--- src/rtl/ka_8bit_seq_ctrl.sv ---
// ka_8bit_seq_ctrl: multi-cycle Karatsuba 8x8 unsigned multiplier.
// One combinational 5x5 sub-multiplier is time-shared across the three partial
// products (z0 = aL*bL, z2 = aH*bH, z1 = (aL+aH)*(bL+bH)). Accepts an operand pair
// over valid/ready, then delivers the product over valid/ready.
//
// Ports:
//   clk, rst      clock and synchronous active-high reset
//   in_valid/in_ready, a, b      operand handshake (in_ready high only in IDLE)
//   out_valid/out_ready, y       result handshake (y = a*b, held until taken)
//   busy          high in every state except IDLE
//   ops_cnt       count of handed-off results, wraps modulo 2^OPS_W
//   err           sticky Karatsuba-vs-direct-multiply mismatch flag
//                 (only when KA_SEQ_SELFCHECK_EN is defined)
//
// Optional feature macro: KA_SEQ_SELFCHECK_EN.

module ka_8bit_seq_ctrl #(
  parameter int unsigned OPS_W = 16
) (
  input  logic             clk,
  input  logic             rst,
  input  logic             in_valid,
  output logic             in_ready,
  input  logic [7:0]       a,
  input  logic [7:0]       b,
  output logic             out_valid,
  input  logic             out_ready,
  output logic [15:0]      y,
  output logic             busy,
  output logic [OPS_W-1:0] ops_cnt
`ifdef KA_SEQ_SELFCHECK_EN
  ,
  output logic             err
`endif
);

  typedef enum logic [2:0] {
    StIdle,
    StMulLo,
    StMulHi,
    StMulMid,
    StCombine,
    StDone
  } state_e;

  state_e           state_q, state_d;
  logic [7:0]       a_q, a_d;
  logic [7:0]       b_q, b_d;
  logic [7:0]       z0_q, z0_d;
  logic [7:0]       z2_q, z2_d;
  logic [9:0]       z1_q, z1_d;
  logic [15:0]      y_q, y_d;
  logic [OPS_W-1:0] ops_q, ops_d;

  // Shared sub-multiplier.
  logic [4:0]       mul_x, mul_y;
  logic [9:0]       mul_p;

  logic [4:0]       sum_a, sum_b;
  logic [9:0]       mid;
  logic [15:0]      y_comb;

  assign mul_p = {5'b0, mul_x} * {5'b0, mul_y};

  assign sum_a = {1'b0, a_q[3:0]} + {1'b0, a_q[7:4]};
  assign sum_b = {1'b0, b_q[3:0]} + {1'b0, b_q[7:4]};

  // z1 >= z0 + z2 always, so mid cannot underflow.
  assign mid    = z1_q - {2'b0, z2_q} - {2'b0, z0_q};
  assign y_comb = {z2_q, 8'h00} + {2'b0, mid, 4'h0} + {8'h00, z0_q};

`ifdef KA_SEQ_SELFCHECK_EN
  logic        err_q, err_d;
  logic [15:0] ref_p;

  assign ref_p = {8'h00, a_q} * {8'h00, b_q};
`endif

  always_comb begin
    state_d = state_q;
    a_d     = a_q;
    b_d     = b_q;
    z0_d    = z0_q;
    z2_d    = z2_q;
    z1_d    = z1_q;
    y_d     = y_q;
    ops_d   = ops_q;
    mul_x   = 5'd0;
    mul_y   = 5'd0;
`ifdef KA_SEQ_SELFCHECK_EN
    err_d   = err_q;
`endif
    unique case (state_q)
      StIdle: begin
        if (in_valid) begin
          a_d     = a;
          b_d     = b;
          state_d = StMulLo;
        end
      end
      StMulLo: begin
        mul_x   = {1'b0, a_q[3:0]};
        mul_y   = {1'b0, b_q[3:0]};
        z0_d    = mul_p[7:0];
        state_d = StMulHi;
      end
      StMulHi: begin
        mul_x   = {1'b0, a_q[7:4]};
        mul_y   = {1'b0, b_q[7:4]};
        z2_d    = mul_p[7:0];
        state_d = StMulMid;
      end
      StMulMid: begin
        mul_x   = sum_a;
        mul_y   = sum_b;
        z1_d    = mul_p;
        state_d = StCombine;
      end
      StCombine: begin
        y_d     = y_comb;
        state_d = StDone;
`ifdef KA_SEQ_SELFCHECK_EN
        if (ref_p != y_comb) begin
          err_d = 1'b1;
        end
`endif
      end
      StDone: begin
        if (out_ready) begin
          ops_d   = ops_q + OPS_W'(1);
          state_d = StIdle;
        end
      end
      default: state_d = StIdle;
    endcase
  end

  always_ff @(posedge clk) begin
    if (rst) begin
      state_q <= StIdle;
      a_q     <= 8'h00;
      b_q     <= 8'h00;
      z0_q    <= 8'h00;
      z2_q    <= 8'h00;
      z1_q    <= 10'h000;
      y_q     <= 16'h0000;
      ops_q   <= '0;
`ifdef KA_SEQ_SELFCHECK_EN
      err_q   <= 1'b0;
`endif
    end else begin
      state_q <= state_d;
      a_q     <= a_d;
      b_q     <= b_d;
      z0_q    <= z0_d;
      z2_q    <= z2_d;
      z1_q    <= z1_d;
      y_q     <= y_d;
      ops_q   <= ops_d;
`ifdef KA_SEQ_SELFCHECK_EN
      err_q   <= err_d;
`endif
    end
  end

  // Handshake outputs decode state only.
  assign in_ready  = (state_q == StIdle);
  assign busy      = (state_q != StIdle);
  assign out_valid = (state_q == StDone);
  assign y         = y_q;
  assign ops_cnt   = ops_q;
`ifdef KA_SEQ_SELFCHECK_EN
  assign err       = err_q;
`endif

endmodule

--- config.mk ---
export PLATFORM = sky130hd
export DESIGN_NAME = ka_8bit_seq_ctrl
export DESIGN_NICKNAME = d
export VERILOG_FILES = /design/src/rtl/ka_8bit_seq_ctrl.sv
export SDC_FILE = /design/constraint.sdc
export NUM_CORES = 1
export LEC_CHECK = 0
export ABC_AREA = 1
export CAP_MARGIN = 20
export CORE_ASPECT_RATIO = 1.2
export CORE_MARGIN = 2
export CORE_UTILIZATION = 62
export CTS_CLUSTER_DIAMETER = 120
export DETAILED_ROUTE_END_ITERATION = 10
export GPL_TIMING_DRIVEN = 1
export HOLD_SLACK_MARGIN = 0.15
export PLACE_DENSITY = 0.86
export SYNTH_ARGS = -nofsm -noshare
export SYNTH_HDL_FRONTEND = slang
export SYNTH_SLANG_ARGS = --single-unit
--- constraint.sdc ---
create_clock -name clk -period 13.1 [get_ports clk]
set_clock_uncertainty 0.05 [all_clocks]
set_input_delay 1.965 -clock clk [delete_from_list [all_inputs] [get_ports clk]]
set_output_delay 1.965 -clock clk [all_outputs]
set_load 0.01 [all_outputs]
# --- Yosys cells after proc, flatten, opt, wreduce, memory -nomap -nowiden ---
# Cells that the tools add are included.
word_totals:
  out_inout_bits: 35
  word_cells: 33
  input_bits: 20
  regBits: 77
classes:
  n_addsub: 7
  mux: 5
  mul: 1
  eq_ne: 7
  n_reduce_logical: 5
op_table:
  columns: ["cell", "count"]
  rows:
  - ["case mux 5 bit (3 select lines)", 2]
  - ["subtractor 10 x 8 -> 10 bit", 2]
  - ["case mux 3 bit (6 select lines)", 1]
  - ["adder 16 x 1 -> 16 bit (second input constant)", 1]
  - ["adder 16 x 14 -> 16 bit", 1]
  - ["adder 16 x 8 -> 16 bit", 1]
  - ["adder 4 x 4 -> 5 bit", 2]
  - ["multiplier 5 x 5 -> 10 bit", 1]
  - ["equality test 3 x 2 -> 1 bit (second input constant)", 2]
  - ["equality test 3 bit (second input constant)", 2]
  - ["two-way mux 3 bit", 2]
  - ["AND reduction 2 bit", 3]
  - ["equality test 3 x 1 -> 1 bit (second input constant)", 1]
  - ["zero test 3 bit", 1]
  - ["nonzero test 3 bit", 1]
  - ["inequality test 2 x 1 -> 1 bit (second input constant)", 1]
  - ["inequality test 2 bit (second input constant)", 1]

# --- Logic depth before layout (Yosys ltp) ---
# Gate-level depths: netlist (run 1).
logic_depth:
  word_depth: 4
  mapped_depth: 23
  mapped_depth_nobuf: 23

# --- Worst setup path before layout (run 1) ---
# No wires, ideal clock.
synth_timing:
  path_kind: "register -> register"
  from: "reg b_q[0]"
  to: "reg z0_q[7]"
  arrival_time_ns: 4.058
  path_stages_with_launch: 20
  setup_slack_ns: 8.883
  cell_sequence: "dfxtp_1 ha_1 fa_1 nand2_1 inv_1 nor2_1 nor2_1 o21ai_0 or2_1 fa_1 fa_1 fa_1 inv_1 ha_1 a21oi_1 a21oi_1 o21bai_1 nand3_1 nand2_1 inv_1"
synth_via:
  elab_chain_len: 3
synth_rtl:
  columns: ["item", "line", "text"]
  rows:
  - ["from (decl)", "48", "logic [7:0] b_q, b_d;"]
  - ["from (signal assigned)", "142", "b_q <= 8'h00;"]
  - ["from (signal assigned)", "154", "b_q <= b_d;"]
  - ["adder 4 x 4 -> 5 bit", "66", "assign sum_b = {1'b0, b_q[3:0]} + {1'b0, b_q[7:4]};"]
  - ["case mux 5 bit (3 select lines) (*)", "93", "unique case (state_q)"]
  - ["multiplier 5 x 5 -> 10 bit (*)", "63", "assign mul_p = {5'b0, mul_x} * {5'b0, mul_y};"]
  - ["to (signal assigned)", "155", "z0_q <= z0_d;"]
  - ["to (decl)", "49", "logic [7:0] z0_q, z0_d;"]
# Mark *: on every way between the ends. The rest lies on a longest branch, timed or not.
# A chain may end at the register's enable or synchronous reset.

# --- Final worst setup path (run 1) ---
layout_timing:
  from: "reg state_q[0]"
  to: "reg z1_q[7]"
layout_via:
  elab_chain_len: 3
  word_cells_on_any_way: 6
  cone_classes: "1 x mul; 3 x eq/ne; 2 x mux"
layout_rtl:
  columns: ["item", "line", "text"]
  rows:
  - ["from (decl)", "46", "state_e state_q, state_d;"]
  - ["from (signal assigned)", "140", "state_q <= StIdle;"]
  - ["from (signal assigned)", "152", "state_q <= state_d;"]
  - ["equality test 3 x 2 -> 1 bit / equality test 3 x 1 -> 1 bit (equally long branches)", "93", null]
  - ["case mux 5 bit (3 select lines)", "93", null]
  - ["multiplier 5 x 5 -> 10 bit", "63", null]
  - ["to (signal assigned)", "157", "z1_q <= z1_d;"]
  - ["to (decl)", "51", "logic [9:0] z1_q, z1_d;"]
# Several ways; a longest one is shown, not always the timed one.

==> results of run 1 <==
[sequential cells by signal, indices dropped and copies added, names as in the netlist]
signal,cells
z2_q,8
a_q,8
b_q,8
y,16
z1_q,10
z0_q,8
ops_cnt,16
state_q,3
[worst paths after layout]
kind | end | start | cells after the start
setup / recovery | z1_q[7] | state_q[0] | 15
hold / removal | b_q[7] | b_q[7] | 2
setup reg to reg | z1_q[7] | state_q[0] | 15
hold reg to reg | b_q[7] | b_q[7] | 2
[per-layer routing]
layer / up-vias / global-route usage (%)
li1: 2587 / -
met1: 2354 / 31.3
met2: 145 / 49.9
met3: 34 / 3.88
met4: 0 / 12.3
met5: - / 0
[where the power goes]
part | switching [uW] | internal (uW) | total [uW] | leakage [uW]
combinational | 223 | 136 | 359 | 0.00225
sequential | 13.2 | 250 | 263 | 0.000627
clock | 87.9 | 109 | 197 | 0.000107
[critical path: stages, from the launching register on]
cell and delay (ns):
dfxtp_1 0.43, nand3_1 0.64, o21ai_0 0.57, inv_1 0.14, or2_1 0.25, fa_1 0.51
fa_1 0.53, fa_1 0.55, inv_1 0.04, ha_1 0.35, a21oi_1 0.22, a21oi_1 0.11
o21bai_1 0.24, nand3_1 0.14, nand2_1 0.09, inv_1 0.03
[Yosys cell counts, drive strengths merged, types with 2 or more instances]
cell type / n / area [sq um]
o22ai: 3 / 18.8
nand3b: 5 / 37.5
o21ai: 60 / 300
nand3: 41 / 210
xor2: 11 / 96.3
buf: 10 / 57.6
o221ai: 2 / 23.8
ha: 48 / 601
nand2: 144 / 546
a211oi: 2 / 15.0
nor3: 9 / 50.1
inv: 140 / 526
or2: 5 / 31.3
a21boi: 2 / 15.0
xnor2: 4 / 35.0
nor2: 99 / 384
dfxtp: 77 / 1540
nand4: 11 / 68.8
fa: 20 / 400
clkbuf: 9 / 33.8
a21oi: 73 / 365
o21bai: 2 / 15.0
[cells by family (layout without fill, tap and decap cells)]
logic type	Yosys count	count (layout)	share of synthesized area (%)
xor+xnor	15	15	2.43
simple gates	316	316	24.9
fa+ha+maj	68	68	18.5
compound gates	146	146	14.2
flops	77	77	28.5
buf+inv	159	211	11.4
[layout make-up]
cell class	count	area (sq um)
Clock buffer	10	128
Clock inverter	6	93.8
Fill cell	693	2290
Inverter	140	526
Multi-Input combinational cell	545	3250
Sequential cell	77	1540
Tap cell	117	146
Timing Repair Buffer	55	548
[stage by stage]
step           total power [uW]  instance area, sq um  utilization (%)
2_1_floorplan               542                  5410                -
3_3_place_gp                615                  6010             70.5
3_5_place_dp                625                  6010             70.5
4_1_cts                     822                  6230             73.1
5_1_grt                     886                  6230             73.1
6_report                    820                  6230             73.1
==> key figures, run 1 <==
Placed design
  • Placed insts: 934
  • Post-DP HPWL: 9.66 mm
  • GP Congestion: 0.939
  • Port bufs: 54
  • Pre-CTS WS: 8.24 ns

Clocking
  • Clock Pin Slew Worst Setup and Hold Paths: 0.08 ns
  • CTS resizes: 0
  • CTS root buf: clkbuf_8
  • CTS buffer count: 9
  • Skew-Pair Late Insertion Delay: 0.35 ns
  • CTS Hold Bufs: 0
  • Buffer depth of the longest clock path: 2
  • Clock sink total: 77
  • CTS H-Tree Depth: 3
  • Setup Buffers After CTS: 0
  • CTS tree: yes

Yosys
  • Syn_nets: 869
  • Ys flop type: dfxtp_1
  • Register area share after synthesis: 28.5%
  • Yosys cell types: 35
  • Synth warnings: 0
  • Syn Area/Cell: 6.92 sq um
  • Synthesized cell area: 5410 sq um
  • Gate Count Post-Synth: 781
  • #FFs+latches synth: 77
  • Async set or reset register ratio after synthesis: 0%
  • Post-synth EDFFs: 0

Critical path
  • Crit path launch type: register
  • CP Data Required Time: 13.29 ns
  • Worst Setup End Kind: register
  • CP max FO: 21
  • R2R setup slack: 8.11 ns
  • Critical Setup Path Class: reg2reg
  • Worst Path Arrival: 5.19 ns

Floorplan
  • Die Wd: 89.2 um
  • Die ar.: 9480 sq um
  • I/O pin total: 55
  • Rows: 37
  • Core box area: 8520 sq um
  • Die Y-Extent: 106 um
  • Starting density of the core: 63.5%

Pwr
  • Cell area power density: 132 nW/um^2
  • Leakage power: 0.00298 uW
  • Worst vdd ir: 0.0876 mV

Drt
  • DRC: 0
  • DRT iter0 DRCs: 306
  • Wire length per cell: 12.9 um
  • Met3 wire len: 473 um
  • Via count: 5120
  • WL final: 12.3 mm
  • DRT Pass-1 Iters: 4
  • Antenna-violating nets left: 0
  • Met2 Routed Length: 6.39 mm
  • Uppermost routed layer: met4
  • DRT met1 WL: 4.97 mm
  • Via-per-instance ratio: 5.39

Cells and area
  • Area Overhead vs Synth: 15.3%
  • Most frequent cells in the layout: nand2_1, inv_1, nor2_1, dfxtp_1, a21oi_1
  • Commonest non-fill, non-tap cell in the layout: nand2_1
  • Layout cell share with drive strength beyond 1: 3.84%
  • Antenna cells: 0
  • Layout Cells excl Fill: 950
  • Layout net count: 916

Job
  • Max-Cap Viols: 0

STA
  • Fin crit share: 38.1%
  • Least-Margin Pin Slew: 1.06 ns
  • Minimum clock period: 4.99 ns
  • Max-slew violations: 0
  • Worst slew margin: 29.5%
  • Peak Freq: 0.200 GHz
  • Fin. Hold Viols: 0
  • Final setup fails: 0
  • Worst setup margin: 8.11 ns
  • RSZ-0062 raised after global routing: false
  • Hold slack: 0.440 ns
  • Fin Setup TNS: 0 ns

GRT
  • Vias in the first global route: 5001
  • First-pass GRT wire length: 20.9 mm
  • Largest net degree at the start of global routing: 47
  • Antenna violations before repair: 0
  • Gr usage total: 27.6%
  • Global route total overflow: 0

Min path
  • HP Class: reg2reg

Status
  • Run status: finished, final reports clean
No activity file was read; power rests on OpenSTA's default activity.
==> inputs of run 2 (changes only) <==
--- a/config.mk
+++ b/config.mk
@@ -9,12 +9,12 @@
 export CAP_MARGIN = 20
 export CORE_ASPECT_RATIO = 1.2
 export CORE_MARGIN = 2
-export CORE_UTILIZATION = 62
+export CORE_UTILIZATION = 52
 export CTS_CLUSTER_DIAMETER = 120
 export DETAILED_ROUTE_END_ITERATION = 10
 export GPL_TIMING_DRIVEN = 1
 export HOLD_SLACK_MARGIN = 0.15
-export PLACE_DENSITY = 0.86
+export PLACE_DENSITY = 0.77
 export SYNTH_ARGS = -nofsm -noshare
 export SYNTH_HDL_FRONTEND = slang
 export SYNTH_SLANG_ARGS = --single-unit
==> constraint.sdc (replaced) <==
create_clock -name clk -period 4.4 [get_ports clk]
set_clock_uncertainty 0.05 [all_clocks]
set_input_delay 0.66 -clock clk [delete_from_list [all_inputs] [get_ports clk]]
set_output_delay 0.66 -clock clk [all_outputs]
set_load 0.01 [all_outputs]
==> run 2 against run 1 <==
Net effect: critical path depth up 2; worst hold slack worse by 0.014 ns; flip-flop and latch count unchanged; setup slack worse by 7.9 ns; via count down 2.3%; non-clock buffer count up 12; critical endpoint is now z1_q[6].
==> key figures, run 2 (synthesis gave the netlist of run 1 again) <==
Status
  • Run status: finished, final reports clean

Pwr
  • Worst vdd ir: 0.246 mV
  • Logic pwr share: 41.3%
  • Leakage power: 0.00307 uW
  • Sequential fraction of design power: 29.9%
  • Clock network power share: 28.8%
  • Sw Ratio: 38.1%
  • Switching pwr: 998 uW
  • Cell area power density: 404 nW/um^2
  • Internal power: 1620 uW

Critical path
  • Critical Setup Path Class: reg2reg
  • Crit path launch type: register
  • Worst Path Arrival: 4.40 ns
  • Worst Setup End Kind: register
  • CP max FO: 5
  • CP Data Required Time: 4.63 ns

STA
  • Max-slew violations: 0
  • Least-Margin Pin Slew: 0.833 ns
  • Worst slew margin: 44.4%
  • Worst setup margin: 0.224 ns
  • Final setup fails: 0
  • Fin Setup TNS: 0 ns
  • Fin crit share: 94.9%
  • Minimum clock period: 4.18 ns
  • Hold slack: 0.426 ns
  • Peak Freq: 0.239 GHz
  • Fin. Hold Viols: 0

Cells and area
  • Area Overhead vs Synth: 20.0%
  • Layout cell share with drive strength beyond 1: 6.39%
  • Antenna cells: 0
  • Layout net count: 928
  • Commonest non-fill, non-tap cell in the layout: nand2_1
  • Fillcell total: 865
  • Most frequent cells in the layout: nand2_1, inv_1, nor2_1, dfxtp_1, a21oi_1

GRT
  • Gr usage total: 22.3%
  • Largest net degree at the start of global routing: 47
  • First-pass GRT wire length: 20.8 mm
  • Antenna violations before repair: 0
  • Vias in the first global route: 4782
  • Global route total overflow: 0

Clocking
  • CTS buffer count: 9
  • Clock sink total: 77
  • CTS root buf: clkbuf_16
  • Clock Pin Slew Worst Setup and Hold Paths: 0.06 ns
  • CTS tree: yes
  • Skew-Pair Late Insertion Delay: 0.34 ns
  • Buffer depth of the longest clock path: 2
  • CTS H-Tree Depth: 3

Placed design
  • GP Congestion: 0.931
  • Port bufs: 54
  • Pre-CTS WS: 0.0259 ns
  • Post-DP HPWL: 9.45 mm

Job
  • Max-Cap Viols: 0

Drt
  • DRT Pass-1 Iters: 5
  • Via-per-instance ratio: 5.15
  • Via count: 5003
  • WL final: 12.1 mm
  • Antenna-violating nets left: 0
  • DRC: 0
  • DRT iter0 DRCs: 215
  • Wire length per cell: 12.5 um

Min path
  • HP Class: reg2reg

Floorplan
  • Core box area: 10100 sq um
  • I/O pin total: 55
  • Rows: 40
  • Die Wd: 97.1 um
  • Starting density of the core: 53.7%
  • Die Y-Extent: 116 um
  • Die ar.: 11200 sq um
-- run 2: cell types whose count changed in the layout (fill, tap and decap cells not counted), moves of 2 or more --
cell,before,now
clkbuf_8,9,1
fa_1,20,18
a21oi_2,0,3
a21oi_1,73,70
buf_4,1,12
ha_1,48,46
ha_4,0,2
fa_2,0,2
clkbuf_16,0,9
-- run 2: worst paths after layout --
kind / startpoint / endpoint / slack [ns] / cells past startpoint
worst max register to register: a_q[4] / z1_q[6] / 0.22 / 17
worst max-delay path: a_q[4] / z1_q[6] / 0.22 / 17
worst min register to register: b_q[7] / b_q[7] / 0.43 / 2
worst min-delay path: b_q[7] / b_q[7] / 0.43 / 2
-- run 2: stage by stage --
| step | util, % | total power (uW) | cell area (sq um) | cells |
|---|---|---|---|---|
| global route | 64.5 | 2820 | 6480 | 971 |
| floorplan | - | 1610 | 5410 | 781 |
| global placement | 60.7 | 1850 | 6100 | 954 |
| CTS | 63.8 | 2630 | 6420 | 970 |
| finish | 64.5 | 2620 | 6480 | 971 |
| detailed placement | 60.7 | 1860 | 6100 | 954 |
-- run 2: critical path, cell delays in order, from the launching register on --
cell	delay [ns]
dfxtp_1	0.33
ha_1	0.21
fa_2	0.35
nand2_1	0.08
inv_1	0.05
nor3_2	0.14
nor3_1	0.08
or2_2	0.30
fa_1	0.51
fa_1	0.44
fa_1	0.54
inv_1	0.06
ha_4	0.26
a31o_2	0.24
or2_2	0.30
nand3_1	0.08
nand2_1	0.05
inv_1	0.05
-- run 2: power groups by stage --
stage	clock network, uW	logic, uW	registers, uW
after floorplan	0	824	790
after detailed placement	0	1060	799
after CTS	769	1080	784
after global placement	0	1050	796
after global routing	794	1240	790
final	755	1080	783
-- run 2: cell type report --
class	instances	area, sq um	share of cell area, %
Inverter	140	526	8.10
Clock inverter	6	71.3	1.10
Sequential cell	77	1540	23.8
Clock buffer	10	239	3.69
Timing Repair Buffer	67	651	10.0
Multi-Input combinational cell	545	3300	50.9
Tap cell	126	158	2.43
-- run 2: what timing repair did --
item	in CTS	in global routing
pin swaps	1	4
resized for setup	1	10
endpoints found under the setup margin	2	12
hold buffers	0	0
setup buffers	0	0
hold endpoints to repair	0	0
-- run 2: layer usage --
layer | vias up | routed length, um | global-route usage, %
li1 | 2612 | - | -
met1 | 2272 | 5110 | 25.1
met2 | 106 | 6500 | 42.7
met3 | 13 | 383 | 4.22
met4 | 0 | 136 | 7.04
met5 | - | 0 | 0
